## src/rtl/sevenseg_pkg.sv

```systemverilog
// Shared helpers for the seven-segment scan driver: index-width sizing,
// output polarity handling and the idle (inactive) drive levels.
package sevenseg_pkg;

  // Smallest width that can hold values 0..value-1
  function automatic int sevenseg_clog2(input int value);
    int width;
    width = 0;
    while ((1 << width) < value) begin
      width = width + 1;
    end
    return width;
  endfunction

  localparam int DEFAULT_NUM_DIGITS = 4;
  localparam int IDX_WIDTH          = sevenseg_clog2(DEFAULT_NUM_DIGITS);

  // Pin level of an inactive anode/segment for each polarity choice
  localparam logic IDLE_LEVEL_ACTIVE_LOW  = 1'b1;
  localparam logic IDLE_LEVEL_ACTIVE_HIGH = 1'b0;

  function automatic logic idle_level(input bit active_low);
    return active_low ? IDLE_LEVEL_ACTIVE_LOW : IDLE_LEVEL_ACTIVE_HIGH;
  endfunction

  // Converts a logical "driven/lit" bit into the physical pin level
  function automatic logic apply_polarity(input logic active, input bit active_low);
    return active ^ active_low;
  endfunction

endpackage

```

## src/rtl/sevenseg_slot_timer.sv

```systemverilog
// Scan timing for the seven-segment driver: slot length counter, PWM
// counter inside each slot, the scanned digit index and end-of-frame flag.
module sevenseg_slot_timer
  import sevenseg_pkg::*;
#(
  parameter int NUM_DIGITS   = 4,
  parameter int PERIOD_WIDTH = 24,
  parameter int DIM_WIDTH    = 4,
  parameter int IDX_W        = sevenseg_clog2(NUM_DIGITS)
) (
  input  logic                    CLK,
  input  logic                    rstn,
  input  logic                    enable,
  input  logic [PERIOD_WIDTH-1:0] refresh_period,
  output logic [PERIOD_WIDTH-1:0] slot_cnt,
  output logic [DIM_WIDTH-1:0]    pwm_cnt,
  output logic [IDX_W-1:0]        index,
  output logic                    frame_end
);

  localparam logic [IDX_W-1:0] LAST_IDX = IDX_W'(NUM_DIGITS - 1);

  logic tick;

  // Slot ends once the counter reaches the period; >= lets a shrinking period cut the slot short
  always_comb begin
    tick      = enable && (slot_cnt >= refresh_period);
    frame_end = tick && (index == LAST_IDX);
  end

  // Slot counter restarts every slot and is held at zero while scanning is disabled
  always_ff @(posedge CLK or negedge rstn) begin
    if (!rstn) begin
      slot_cnt <= '0;
    end else if (!enable || tick) begin
      slot_cnt <= '0;
    end else begin
      slot_cnt <= slot_cnt + 1'b1;
    end
  end

  // PWM counter free-runs (wrapping) inside a slot so each slot starts a fresh PWM period
  always_ff @(posedge CLK or negedge rstn) begin
    if (!rstn) begin
      pwm_cnt <= '0;
    end else if (!enable || tick) begin
      pwm_cnt <= '0;
    end else begin
      pwm_cnt <= pwm_cnt + 1'b1;
    end
  end

  // Digit index steps once per slot and wraps after the last digit
  always_ff @(posedge CLK or negedge rstn) begin
    if (!rstn) begin
      index <= '0;
    end else if (!enable) begin
      index <= '0;
    end else if (tick) begin
      if (index == LAST_IDX) begin
        index <= '0;
      end else begin
        index <= index + 1'b1;
      end
    end
  end

endmodule

```

## src/rtl/sevenseg_scan_driver.sv

```systemverilog
// Multiplexed common-anode seven-segment scan driver. Holds a shadow copy
// of the digit patterns that is only reloaded at frame boundaries, gates
// each digit with mask, dead time and PWM brightness, and registers the
// pins with configurable polarity.
module sevenseg_scan_driver
  import sevenseg_pkg::*;
#(
  parameter int NUM_DIGITS       = 4,
  parameter int SEG_WIDTH        = 8,
  parameter int PERIOD_WIDTH     = 24,
  parameter int DIM_WIDTH        = 4,
  parameter bit ANODE_ACTIVE_LOW = 1'b1,
  parameter bit SEG_ACTIVE_LOW   = 1'b1
) (
  input  logic                               CLK,
  input  logic                               RSTN,
  input  logic                               ENABLE,
  input  logic [PERIOD_WIDTH-1:0]            REFRESH_PERIOD,
  input  logic [DIM_WIDTH-1:0]               BRIGHTNESS,
  input  logic [NUM_DIGITS-1:0]              DIGIT_MASK,
  input  logic [NUM_DIGITS*SEG_WIDTH-1:0]    SEGS_IN,
  input  logic                               UPDATE,
  output logic [NUM_DIGITS-1:0]              ANODES,
  output logic [SEG_WIDTH-1:0]               SEGMENTS,
  output logic [sevenseg_clog2(NUM_DIGITS)-1:0] DIGIT_IDX,
  output logic                               FRAME_DONE
);

  localparam int   IDX_W      = sevenseg_clog2(NUM_DIGITS);
  localparam logic ANODE_IDLE = idle_level(ANODE_ACTIVE_LOW);
  localparam logic SEG_IDLE   = idle_level(SEG_ACTIVE_LOW);

  logic [PERIOD_WIDTH-1:0]         slot_cnt;
  logic [DIM_WIDTH-1:0]            pwm_cnt;
  logic [IDX_W-1:0]                index;
  logic                            frame_end;
  logic [NUM_DIGITS*SEG_WIDTH-1:0] shadow;
  logic                            pending;
  logic                            digit_on;
  logic [SEG_WIDTH-1:0]            shadow_sel;
  logic [NUM_DIGITS-1:0]           anode_next;
  logic [SEG_WIDTH-1:0]            seg_next;

  sevenseg_slot_timer #(
    .NUM_DIGITS   (NUM_DIGITS),
    .PERIOD_WIDTH (PERIOD_WIDTH),
    .DIM_WIDTH    (DIM_WIDTH),
    .IDX_W        (IDX_W)
  ) u_slot_timer (
    .CLK            (CLK),
    .rstn           (RSTN),
    .enable         (ENABLE),
    .refresh_period (REFRESH_PERIOD),
    .slot_cnt       (slot_cnt),
    .pwm_cnt        (pwm_cnt),
    .index          (index),
    .frame_end      (frame_end)
  );

  // Shadow patterns change only at a frame boundary so a frame never mixes old and new digits
  always_ff @(posedge CLK or negedge RSTN) begin
    if (!RSTN) begin
      shadow  <= '0;
      pending <= 1'b0;
    end else if (!ENABLE) begin
      if (UPDATE) begin
        shadow  <= SEGS_IN;
        pending <= 1'b0;
      end
    end else if (frame_end && (pending || UPDATE)) begin
      shadow  <= SEGS_IN;
      pending <= 1'b0;
    end else if (UPDATE) begin
      pending <= 1'b1;
    end
  end

  // Digit is lit only when enabled, unmasked, past the dead-time cycle and inside the PWM on-window
  always_comb begin
    digit_on   = ENABLE && DIGIT_MASK[index] && (slot_cnt != '0) &&
                 ((BRIGHTNESS == '1) || (pwm_cnt < BRIGHTNESS));
    shadow_sel = shadow[index*SEG_WIDTH +: SEG_WIDTH];
    anode_next = '0;
    seg_next   = '0;
    for (int i = 0; i < NUM_DIGITS; i++) begin
      anode_next[i] = apply_polarity(digit_on && (index == IDX_W'(i)), ANODE_ACTIVE_LOW);
    end
    for (int j = 0; j < SEG_WIDTH; j++) begin
      seg_next[j] = apply_polarity(digit_on && shadow_sel[j], SEG_ACTIVE_LOW);
    end
  end

  // Pin registers: one cycle behind the scan state, idle level out of reset
  always_ff @(posedge CLK or negedge RSTN) begin
    if (!RSTN) begin
      ANODES     <= {NUM_DIGITS{ANODE_IDLE}};
      SEGMENTS   <= {SEG_WIDTH{SEG_IDLE}};
      FRAME_DONE <= 1'b0;
    end else begin
      ANODES     <= anode_next;
      SEGMENTS   <= seg_next;
      FRAME_DONE <= frame_end;
    end
  end

  assign DIGIT_IDX = index;

endmodule

```

## config.mk

```make
export PLATFORM = sky130hd
export DESIGN_NAME = sevenseg_scan_driver
export DESIGN_NICKNAME = d
export VERILOG_FILES = /design/src/rtl/sevenseg_pkg.sv /design/src/rtl/sevenseg_slot_timer.sv /design/src/rtl/sevenseg_scan_driver.sv
export SDC_FILE = /design/constraint.sdc
export NUM_CORES = 1
export LEC_CHECK = 0
export CORE_ASPECT_RATIO = 0.75
export CORE_MARGIN = 3
export CORE_UTILIZATION = 58
export DETAILED_ROUTE_END_ITERATION = 10
export GPL_TIMING_DRIVEN = 0
export PLACE_DENSITY = 0.87
export SYNTH_ARGS = -nofsm -noshare
export SYNTH_HDL_FRONTEND = slang
export SYNTH_SLANG_ARGS = --single-unit
```

## constraint.sdc

```tcl
create_clock -name CLK -period 4.1 [get_ports CLK]
set_clock_uncertainty 0.2 [all_clocks]
set_input_delay 0.82 -clock CLK [delete_from_list [all_inputs] [get_ports CLK]]
set_output_delay 0.82 -clock CLK [all_outputs]
set_load 0.05 [all_outputs]
```

# Word-level counts from Yosys, hierarchy flattened
# Cells that the tools add are included.
# word_totals
reg_bits	76
inputBits	68
out_inout_bits	15
# op_classes
addsub	3
n_lt_le_gt_ge	3
eq_ne	6
shift	1
n_mux	14
bitwise	12
n_reduce_logical	28
# ops
cell	count
$mux 32	3
$shiftx 32x6->8	1
$add 24x1->24 const B	1
$ge 24x24->1	1
$mux 24	1
$reduce_bool 24->1	1
$logic_and 1x1->1	18
$not 1->1	12
$mux 2	3
$mux 1	5
$add 4x1->4 const B	1
$eq 2x2->1 const B	2
$eq 4x4->1 const B	1
$lt 4x4->1	1
$mux 4	1
$ne 2x1->1 const B	2
$reduce_and 2->1	2
$reduce_bool 2->1	2
$logic_or 1x1->1	3
$lt 2x3->1 const B	1
$add 2x1->2 const B	1
$bmux 1 s2	1
$eq 2x1->1 const B	1
$logic_not 2->1	1
$logic_not 1->1	1

# Longest topological paths before layout
# depth
ltp_word	7
mapped_depth	9
mapped_depth_nobuf	8

# Cells and area by module
# Synthesis repeated with hierarchy kept, for this count alone.
# unflattened
hier_cells	354
hier_area_um2	4132.7
# modules_own_cells
mod	instances	cells_per_inst	area_each_um2	seq_area_each_um2
sevenseg_slot_timer	1	221	2102.0	750.7
sevenseg_scan_driver	1	133	2030.7	1166.1

# Worst setup path before layout
# OpenSTA, ideal clock, no wires.
# synth_timing
path_type	input to register
start	input port REFRESH_PERIOD[23]
end	register shadow[0]
arrival_ns	2.571
setup_slack_ns	1.206
cell_stages	8
path_cell_list	inv_1 > ha_1 > nand4_1 > or2_1 > a2111o_1 > a211o_1 > buf_2 > o221a_1
# synth_between
elab_chain_cells	6
# synth_rtl
item	line	source
from (decl)	sevenseg_scan_driver.sv:18	input logic [PERIOD_WIDTH-1:0] REFRESH_PERIOD,
$ge 24x24->1	sevenseg_slot_timer.sv:27	tick = enable && (slot_cnt >= refresh_period);
$logic_and 1x1->1	sevenseg_slot_timer.sv:27	
$logic_and 1x1->1	sevenseg_slot_timer.sv:28	frame_end = tick && (index == LAST_IDX);
$logic_and 1x1->1	sevenseg_scan_driver.sv:70	end else if (frame_end && (pending || UPDATE)) begin
$ne 2x1->1 (no line)	--	
$reduce_and 2->1 (no line)	--	
to (signal assigned)	sevenseg_scan_driver.sv:63	shadow <= '0;
to (signal assigned)	sevenseg_scan_driver.sv:67	shadow <= SEGS_IN;
to (signal assigned)	sevenseg_scan_driver.sv:71	shadow <= SEGS_IN;
to (decl)	sevenseg_scan_driver.sv:37	logic [NUM_DIGITS*SEG_WIDTH-1:0] shadow;
# Every way passes these cells.
# A chain may end at the register's enable or synchronous reset.

# Final worst setup path
# layout_timing
start	input port REFRESH_PERIOD[7]
end	register shadow[11]
# The elaborated chain is that of the path after synthesis.

==> results.cfg <==
[synthesis]
postSynth.asyncResetShare = 1.000
synth_ff_type = sky130_fd_sc_hd__dfrtp_1
netlist.top_cell.by_area = sky130_fd_sc_hd__dfrtp_1
synth_nets = 543
yosysWarnings = 0
synth.top_cells.by_area = sky130_fd_sc_hd__dfrtp_1 34%, sky130_fd_sc_hd__ha_1 9.0%, sky130_fd_sc_hd__mux2_2 7.7%
syn_avg_cell_area_sq_um = 10.67
synth_sequential_area_ratio = 0.4073
post-synth-top-area-fraction = 0.3403
post_synth_instance_area_sq_um = 4706
post_synth_num_cell_types = 38
synth_enable_flop_cells = 0
synthesis.instances = 441
synth_seq_cells = 76

[clocking]
tritoncts_sink_count = 76
cts_tree = built
clkTransAtPathRegs_ns = 0.08
number_of_buffers_between_clock_root_and_the_deepest_sink = 2
cts_hold_repair.buffers = 0
cts-buffers-inserted = 9
htree_levels = 3
clk_root_buffer_cell = sky130_fd_sc_hd__clkbuf_8
count_of_buffers_added_by_post_cts_timing_repair_for_setup = 0
post_cts.resized_instances = 0
worst_skew_pair.late_latency_ns = 0.35

[detailed_routing]
detailedRoute.firstIterationViolations = 299
avgViaCountPerCell = 6.290
drcViolationCount = 0
routed_wire_length_per_instance_microns = 18.44
detailedRoute.firstPassIterationCount = 5
dr_total_vias = 4019
ant_nets = 0
detail_route.wirelength_mm = 11.78

[worst_setup_path]
timing.critical_path.fanout_max = 10
critical_path_arrival_ns = 3.37
worstPathRequired_ns = 4.13
critical_path.startpoint_type = primary input
path_type_of_the_worst_setup_path = primary input to flip-flop
cp-end-kind = flip-flop

[timing]
report.final.slew_viol_count = 0
grt_setup_unrepaired = false
finalCritPeriodShare = 0.8144
max_freq_mhz = 299.5
hold_viol_final = 0
slew_headroom = 0.4815
final.min_clock_period_ns = 3.339
worst-slew-pin-transition_ns = 0.7777
finalSetupViolations = 0

[layout]
finish.instance_area_sq_um = 5873
layout.area.seq_sq_um = 1917
area_taken_by_multi_input_logic_gates_sq_um = 2550
num-fill-cells = 520
final_cell_count_no_fill = 639
final_layout_size_suffix_gt1_frac = 0.1524
final_nets = 635
num_antenna_cells = 0
flow.area_growth_from_synthesis_pct = 24.81

[hold_path]
min_path_type = primary input to async pin

[place]
finalWeightedCongestion = 0.8792
io_buffer_count = 80
post_dp_cell_area_sq_um = 5658
place.detailed.instances = 623
dp_hpwl_mm = 8.786

[floorplan]
dieHeight_microns = 84.01
core.rowCount = 27
die_w_microns = 110.0
core_area_sq_um = 7601
initial_core_util = 0.6191
ios = 83
die_area_sq_um = 9241

[global_routing]
pin_count_of_the_biggest_net_entering_global_routing = 76
global_route.usage.met2 = 0.4130
grt_most_used_layer = met2
first_global_vias = 4022
grt_use_total = 0.2657
groute.layer.met1.usage = 0.3657
total_gr_overflow = 0
grt_first_pass_wirelength_mm = 19.25
antenna_found_initial = 0
use_met3 = 0.07038

[power_and_ir_drop]
power.density_cell_area_nw_per_um2 = 310.2
power_after_layout_uw = 1822
leakage_uw = 0.002632
ir_worst_vdd_mv = 0.2346

[flow_run]
max_cap_viol_count = 0

[status]
status = finished, final reports clean
## cell type report
cell class,count,share of cell area
buffer,25,0.01768
clock buffer,9,0.02109
clock inverter,7,0.01555
inverter,36,0.02301
multi-input combinational,304,0.4342
sequential,76,0.3264
tap,101,0.02152
timing repair buffer,81,0.1406
## flip-flops by register name (all words and copies together), names as in the netlist
name,flops
shadow,32
u_slot_timer.slot_cnt,24
SEGMENTS,8
ANODES,4
u_slot_timer.pwm_cnt,4
u_slot_timer.index,2
FRAME_DONE,1
pending,1
## metrics by stage
stage            util  setup WS, ns  TNS [ns]  hold slack (ns)
6_report       0.7727        0.7611         0          0.05162
5_1_grt        0.7727        0.6712         0          0.03069
4_1_cts        0.7727        0.8215         0          0.04185
3_5_place_dp   0.7444        0.4616         0           0.3009
3_3_place_gp   0.7411       -0.4979    -31.44           0.2750
2_1_floorplan       -         1.206         0           0.2465
## where the power goes
group | switching, uW | internal (uW)
Sequential | 57.8 | 800
Combinational | 144 | 201
Clock | 279 | 340
Total | 480 | 1340
## Yosys cell counts, types with 2 or more instances
cell type,instances
sky130_fd_sc_hd__dfrtp_1,64
sky130_fd_sc_hd__inv_1,36
sky130_fd_sc_hd__nor2_1,36
sky130_fd_sc_hd__ha_1,34
sky130_fd_sc_hd__mux2_2,32
sky130_fd_sc_hd__o22a_1,32
sky130_fd_sc_hd__nand2_1,31
sky130_fd_sc_hd__o221a_1,30
sky130_fd_sc_hd__a21oi_1,14
sky130_fd_sc_hd__clkbuf_1,13
sky130_fd_sc_hd__xor2_1,13
sky130_fd_sc_hd__dfstp_2,12
sky130_fd_sc_hd__nand3_1,12
sky130_fd_sc_hd__nand4_1,11
sky130_fd_sc_hd__mux4_2,9
sky130_fd_sc_hd__xnor2_1,9
sky130_fd_sc_hd__and3_1,8
sky130_fd_sc_hd__buf_2,8
sky130_fd_sc_hd__a21o_1,5
sky130_fd_sc_hd__buf_1,4
sky130_fd_sc_hd__nor3_1,4
sky130_fd_sc_hd__nor4_1,4
sky130_fd_sc_hd__o21ai_0,3
sky130_fd_sc_hd__mux2i_1,2
sky130_fd_sc_hd__o221a_2,2
## critical path: stages
cell                              delay, ns
sky130_fd_sc_hd__clkdlybuf4s50_1       0.45
sky130_fd_sc_hd__inv_1                 0.04
sky130_fd_sc_hd__ha_1                  0.29
sky130_fd_sc_hd__nand2_1               0.07
sky130_fd_sc_hd__nor3_1                0.24
sky130_fd_sc_hd__o31ai_1               0.14
sky130_fd_sc_hd__a2111o_1              0.50
sky130_fd_sc_hd__a211o_1               0.35
sky130_fd_sc_hd__buf_2                 0.22
sky130_fd_sc_hd__o221a_1               0.25
## final timing paths
kind / startpoint / end / slack, ns / cells after the start
setup reg to reg: u_slot_timer.slot_cnt[7] / shadow[11] / 1.22 / 8
hold / removal: RSTN / u_slot_timer.slot_cnt[11] / 0.05 / 1
max in group asynchronous: RSTN / SEGMENTS[3] / 3.07 / 2
hold reg to reg: u_slot_timer.pwm_cnt[0] / u_slot_timer.pwm_cnt[0] / 0.30 / 1
min in group CLK: u_slot_timer.pwm_cnt[0] / u_slot_timer.pwm_cnt[0] / 0.30 / 1
setup / recovery: REFRESH_PERIOD[7] / shadow[11] / 0.76 / 10
## cells by family after synthesis
kind of cell    count (synthesis)  share of synthesized area
flops                          76                     0.4073
buf+inv                        61                    0.05078
compound gates                 94                     0.1784
fa+ha+maj                      34                    0.09040
xor+xnor                       22                    0.04095
simple gates                  111                     0.1082
mux                            43                     0.1239
## per-layer routing
metal / vias to the layer above / wire length, microns
met5: - / 0
met4: 0 / 166
met3: 18 / 980
met2: 165 / 5430
met1: 2017 / 5203
li1: 1819 / -
## placed cells by master, fill, tap and decap left out, types with 5 or more instances in the layout
| cell type | n |
|---|---|
| sky130_fd_sc_hd__nand2_1 | 31 |
| sky130_fd_sc_hd__nor2_1 | 36 |
| sky130_fd_sc_hd__dfrtp_1 | 64 |
| sky130_fd_sc_hd__clkbuf_8 | 9 |
| sky130_fd_sc_hd__dfstp_2 | 12 |
| sky130_fd_sc_hd__ha_1 | 34 |
| sky130_fd_sc_hd__clkbuf_1 | 13 |
| sky130_fd_sc_hd__clkdlybuf4s50_1 | 79 |
| sky130_fd_sc_hd__a21oi_1 | 14 |
| sky130_fd_sc_hd__inv_1 | 36 |
| sky130_fd_sc_hd__o22a_1 | 32 |
| sky130_fd_sc_hd__mux4_2 | 9 |
| sky130_fd_sc_hd__and3_1 | 8 |
| sky130_fd_sc_hd__mux2_2 | 32 |
| sky130_fd_sc_hd__buf_2 | 8 |
| sky130_fd_sc_hd__xor2_1 | 13 |
| sky130_fd_sc_hd__nand4_1 | 11 |
| sky130_fd_sc_hd__nand3_1 | 12 |
| sky130_fd_sc_hd__xnor2_1 | 9 |
| sky130_fd_sc_hd__o221a_1 | 30 |
| sky130_fd_sc_hd__a21o_1 | 5 |
No activity file was read; power rests on OpenSTA's default activity.
